### config.mk
export PLATFORM = sky130hd
export DESIGN_NAME = mlt_issue_q
export DESIGN_NICKNAME = d
export VERILOG_FILES = /design/src/rtl/mlt_issue_pkg.sv /design/src/rtl/mlt_issue_q_fifo_sync.sv /design/src/rtl/mlt_issue_q.sv
export SDC_FILE = /design/constraint.sdc
export NUM_CORES = 1
export LEC_CHECK = 0
export CAP_MARGIN = 15
export CORE_MARGIN = 3
export CORE_UTILIZATION = 30
export CTS_CLUSTER_SIZE = 14
export DETAILED_ROUTE_END_ITERATION = 6
export HOLD_SLACK_MARGIN = 0.15
export SLEW_MARGIN = 10
export SYNTH_ARGS = -nofsm -noshare
export SYNTH_HDL_FRONTEND = slang
export SYNTH_SLANG_ARGS = --single-unit
### constraint.sdc
create_clock -name clk -period 6.3 [get_ports clk]
set_input_delay 0.63 -clock clk [delete_from_list [all_inputs] [get_ports clk]]
set_output_delay 0.63 -clock clk [all_outputs]
set_load 0.005 [all_outputs]
### src/rtl/mlt_issue_pkg.sv
// Shared types for the multiply issue queue: command/response records and FSM state.
package mlt_issue_pkg;

  localparam int MLT_W     = 32;
  localparam int MLT_TAG_W = 4;

  typedef enum logic {
    S_IDLE = 1'b0,
    S_BUSY = 1'b1
  } state_t;

  typedef struct packed {
    logic [MLT_W-1:0]     a;
    logic [MLT_W-1:0]     b;
    logic [MLT_TAG_W-1:0] tag;
  } mlt_issue_cmd_t;

  typedef struct packed {
    logic [2*MLT_W-1:0]   y;
    logic [MLT_TAG_W-1:0] tag;
  } mlt_issue_rsp_t;

endpackage

### src/rtl/mlt_issue_q_fifo_sync.sv
// Synchronous FIFO with registered non-empty flag, occupancy count and
// combinational head read.
module fifo_sync #(
  parameter int WIDTH = 8,
  parameter int DEPTH = 4,
  parameter int CW    = $clog2(DEPTH) + 1
) (
  input  logic             clk,
  input  logic             rst,
  input  logic             push,
  input  logic [WIDTH-1:0] din,
  input  logic             pop,
  output logic [WIDTH-1:0] dout,
  output logic             nempty_r,
  output logic [CW-1:0]    cnt
);

  localparam int AW = $clog2(DEPTH);

  logic [WIDTH-1:0] mem [DEPTH];
  logic [AW-1:0]    wr_ptr;
  logic [AW-1:0]    rd_ptr;
  logic [CW-1:0]    cnt_nxt;

  always_comb begin
    cnt_nxt = cnt;
    case ({push, pop})
      2'b10:   cnt_nxt = cnt + 1'b1;
      2'b01:   cnt_nxt = cnt - 1'b1;
      default: cnt_nxt = cnt;
    endcase
  end

  always_ff @(posedge clk) begin
    if (rst) begin
      wr_ptr   <= '0;
      rd_ptr   <= '0;
      cnt      <= '0;
      nempty_r <= 1'b0;
    end else begin
      if (push) wr_ptr <= wr_ptr + 1'b1;
      if (pop)  rd_ptr <= rd_ptr + 1'b1;
      cnt      <= cnt_nxt;
      nempty_r <= (cnt_nxt != '0);
    end
  end

  // Storage is not reset; occupancy tracking alone decides what is valid.
  always_ff @(posedge clk) begin
    if (push) mem[wr_ptr] <= din;
  end

  assign dout = mem[rd_ptr];

  a_no_push_full: assert property (@(posedge clk) disable iff (rst)
    !(push && cnt == CW'(DEPTH)));

endmodule

### src/rtl/mlt_issue_q.sv
// Command queue, one-at-a-time issue to a non-stallable 4-cycle multiplier,
// and a credit-protected response queue.
module mlt_issue_q
  import mlt_issue_pkg::*;
#(
  parameter int W         = MLT_W,
  parameter int TAG_W     = MLT_TAG_W,
  parameter int CMD_DEPTH = 4,
  parameter int RSP_DEPTH = 2
) (
  input  logic             clk,
  input  logic             rst,
  input  logic             cmd_vld,
  input  logic [W-1:0]     cmd_a,
  input  logic [W-1:0]     cmd_b,
  input  logic [TAG_W-1:0] cmd_tag,
  output logic             cmd_rdy,
  output logic             rsp_vld_r,
  output logic [2*W-1:0]   rsp_y,
  output logic [TAG_W-1:0] rsp_tag,
  input  logic             rsp_rdy,
  output logic [W-1:0]     mult_a,
  output logic [W-1:0]     mult_b,
  output logic             mult_pass,
  input  logic [2*W-1:0]   mult_y,
  input  logic             mult_y_vld,
  input  logic             mult_busy,
  output logic             idle_r
);

  // state  | meaning
  // S_IDLE | nothing in flight in the multiplier
  // S_BUSY | one operation in flight, result expected on mult_y_vld

  localparam int CMD_CW = $clog2(CMD_DEPTH) + 1;
  localparam int RSP_CW = $clog2(RSP_DEPTH) + 1;

  if (W != MLT_W || TAG_W != MLT_TAG_W) begin : g_param_chk
    $error("mlt_issue_q: W/TAG_W must match mlt_issue_pkg record widths");
  end

  state_t          state;
  mlt_issue_cmd_t  cmd_in, cmd_head;
  mlt_issue_rsp_t  rsp_in, rsp_head;
  logic [CMD_CW-1:0] cmd_cnt;
  logic [RSP_CW-1:0] rsp_cnt;
  logic            cmd_nempty;
  logic [W-1:0]    op_a_r, op_b_r;
  logic [TAG_W-1:0] op_tag_r;
  logic            cmd_push, rsp_push, rsp_pop, credit, issue;

  assign cmd_in   = '{a: cmd_a, b: cmd_b, tag: cmd_tag};
  assign cmd_rdy  = (cmd_cnt != CMD_CW'(CMD_DEPTH));
  assign cmd_push = cmd_vld && cmd_rdy;

  fifo_sync #(.WIDTH($bits(mlt_issue_cmd_t)), .DEPTH(CMD_DEPTH)) u_cmd_q (
    .clk      (clk),
    .rst      (rst),
    .push     (cmd_push),
    .din      (cmd_in),
    .pop      (issue),
    .dout     (cmd_head),
    .nempty_r (cmd_nempty),
    .cnt      (cmd_cnt)
  );

  // Credit counts the in-flight op against response space; a pop in this
  // same cycle is deliberately not credited.
  assign credit = (int'(rsp_cnt) + int'(state == S_BUSY)) < RSP_DEPTH;
  assign issue  = !mult_busy && cmd_nempty && credit &&
                  (state == S_IDLE || mult_y_vld);

  assign mult_pass = issue;
  assign mult_a    = issue ? cmd_head.a : op_a_r;
  assign mult_b    = issue ? cmd_head.b : op_b_r;

  assign rsp_push = (state == S_BUSY) && mult_y_vld;
  assign rsp_pop  = rsp_vld_r && rsp_rdy;
  assign rsp_in   = '{y: mult_y, tag: op_tag_r};

  fifo_sync #(.WIDTH($bits(mlt_issue_rsp_t)), .DEPTH(RSP_DEPTH)) u_rsp_q (
    .clk      (clk),
    .rst      (rst),
    .push     (rsp_push),
    .din      (rsp_in),
    .pop      (rsp_pop),
    .dout     (rsp_head),
    .nempty_r (rsp_vld_r),
    .cnt      (rsp_cnt)
  );

  assign rsp_y   = rsp_head.y;
  assign rsp_tag = rsp_head.tag;

  always_ff @(posedge clk) begin
    if (rst) begin
      state    <= S_IDLE;
      op_a_r   <= '0;
      op_b_r   <= '0;
      op_tag_r <= '0;
    end else begin
      if (issue) begin
        op_a_r   <= cmd_head.a;
        op_b_r   <= cmd_head.b;
        op_tag_r <= cmd_head.tag;
        state    <= S_BUSY;
      end else if (rsp_push) begin
        state    <= S_IDLE;
      end
    end
  end

  assign idle_r = (state == S_IDLE) && (cmd_cnt == '0) && (rsp_cnt == '0);

  a_no_stray_result: assert property (@(posedge clk) disable iff (rst)
    !(mult_y_vld && state == S_IDLE));

endmodule

==> metrics.yaml <==
cts-resized-gates: 0
track_usage: 0.124
clock_skew_ns: 0.0180
synthesis.nets: 1020
synth_area_leaders: "edfxtp_1 (68%), dfxtp_1 (9.4%), mux4_2 (8.5%)"
final_nets: 1319
setup_slack_ns: 2.14
power_density_mw_per_mm2: 361
ys_types: 32
die_w_um: 252
slew-limit-headroom: 0.288
netlist_area_sq_mm: 0.0181
p_total_mw: 8.48
r2r-start: "u_rsp_q.cnt[1]$_SDFF_PP0_"
yosys_register_bits: 493
placed_cells: 1891
grtUsageMet1: 0.162
wl_per_cell_um: 20.0
crit_path_end_kind: "output port"
core_sq_mm: 0.0594
min_from: "rst"
numCtsBuffers: 54
clock-sinks: 493
cts-root-buf: "clkbuf_16"
grt_max_degree: 69
cts.clk_slew.worst_paths_ns: 0.06
hold_viol: 0
ys.flop_type: "edfxtp_1"
peakVddDrop_uv: 226
die_area_sq_mm: 0.0633
final_core_utilization: 0.395
max_cap_violations: 0
grt_util_met2: 0.194
tightest_slew_ns: 1.07
gr-total-overflow: 0
layout_common_cells: "edfxtp_1 (408), clkdlybuf4s50_1 (272), mux2_2 (132)"
grt_pass1_wl_um: 59200
area_delta_synth_final_pct: 29.7
finalCritPeriodShare: 0.661
yosysWarnings: 0
timing_worst_setup_path_type: "in2out"
avgViaCountPerCell: 4.45
path_max_fanout: 53
p_leak_nw: 7.65
final_cells: 1994
grt-busiest-layer: "met2"
place_congestion: 0.727
cts_tree: "done"
netlist_instances: 875
drt-total-wl_um: 39900
start_kind: "input pin"
status: "complete, no violations"
portBuffers: 273
rsz0062_at_grt: "false"
ctsHtreeMaxLevel: 2
use_met3: 0.0471
synth_edf_count: 408
start_util: 0.305
min_path_cells: 2
die_y_um: 252
reg2reg_slack_ns: 3.18
synth_top_cell_by_area: "edfxtp_1"
insertion_delay_ns: 0.58
hold_buffers: 0
boundaryPins: 274
place_hpwl_um: 24200
cts_setup_buffers: 0
final.setup.tns_ns: 0
period_needed_ns: 4.16
worstRegToRegCells: 9
cp.required_ns: 5.67
vias: 8870
worstHoldPathType: "in2reg"
drtIter0Drc: 450
synth.top_cell.area_share: 0.677
setup_viol: 0
final_common_cell: "edfxtp_1"
drc_errors: 0
dr.pass1.iters: 4
place_ws_ns: 2.07
async_flop_share: 0
drive_gt1_frac: 0.246
rows: 89
worstSetupStartpoint: "mult_busy"
yosysSeqAreaShare: 0.771
ant_nets: 0
slew_viol_final: 0
grt_pass1_vias: 9503
antenna_found_initial: 7
avgSynthCellArea_sq_um: 20.7
clockBufferDepth: 3
cp.arrival_ns: 3.53
max_freq_mhz: 240
==> worst paths after layout <==
kind	end
worst max-delay path	mult_b[26]
worst min-delay path	u_rsp_q.cnt[0]$_SDFF_PP0_
worst max register to register	u_cmd_q.nempty_r$_SDFF_PP0_
worst min register to register	u_rsp_q.mem[0][3]$_DFFE_PP_
==> power by group <==
part	leakage (nW)	internal [mW]	switching, mW
Combinational	2.38	0.870	0.608
Sequential	4.43	3.83	0.117
Clock	0.838	1.82	1.24
==> critical path, cell delays in order <==
cell and delay (ns):
clkdlybuf4s50_1 0.42, nor3b_1 0.28, a21boi_4 0.89, buf_12 0.40, mux2_2 0.39, clkdlybuf4s50_1 0.45
==> sequential cells by signal, indices dropped and copies added, names as in the netlist, named ones only <==
name              cells
op_a_r               32
op_b_r               32
op_tag_r              4
state                 1
u_cmd_q.cnt           3
u_cmd_q.mem         272
u_cmd_q.nempty_r      1
u_cmd_q.rd_ptr        2
u_cmd_q.wr_ptr        2
u_rsp_q.cnt           2
u_rsp_q.mem         136
u_rsp_q.nempty_r      1
u_rsp_q.rd_ptr        1
u_rsp_q.wr_ptr        1
==> Yosys cell counts (all sizes together) (2+ instances only) <==
master / instances
a21oi: 7
and3: 5
xnor2: 4
mux2i: 4
and2: 2
edfxtp: 408
clkbuf: 15
or3: 3
buf: 27
mux4: 68
xor2: 5
nand2: 4
ha: 6
nor2: 16
nor2b: 65
inv: 6
mux2: 132
o21ai: 3
dfxtp: 85
==> per-layer routing <==
metal | up-vias | wire length, um | share of wire
met2 | 308 | 18000 | 0.45
met3 | 71 | 3690 | 0.093
li1 | 4044 | - | -
met4 | 8 | 843 | 0.021
met5 | - | 58 | 0.0015
met1 | 4439 | 17200 | 0.43
==> area by class of cell <==
cell class,count,area [sq um]
Tap cell,773,967
Timing Repair Buffer,285,2830
Multi-Input combinational cell,334,3930
Fill cell,5342,35900
Clock inverter,28,248
Antenna cell,3,7.51
Sequential cell,493,14000
Inverter,6,22.5
Clock buffer,72,1490
==> logic make-up (layout without fill, tap and decap cells) <==
kind of cell | count (synthesis) | in the layout | share of synthesized area
xor+xnor | 9 | 9 | 0.00436
other cells | 0 | 3 | 0
compound gates | 13 | 13 | 0.00415
mux | 204 | 204 | 0.169
flops | 493 | 493 | 0.771
buf+inv | 48 | 391 | 0.0138
simple gates | 101 | 101 | 0.0324
fa+ha+maj | 7 | 7 | 0.00525
==> per-stage QoR <==
step,cell area (sq um),hold WS (ns)
after global placement,21700,0.435
after CTS,23500,0.411
after floorplan,18100,0.425
after global routing,23500,0.431
after detailed placement,21700,0.455
final,23500,0.440
Power figures use the tool's default switching activity.
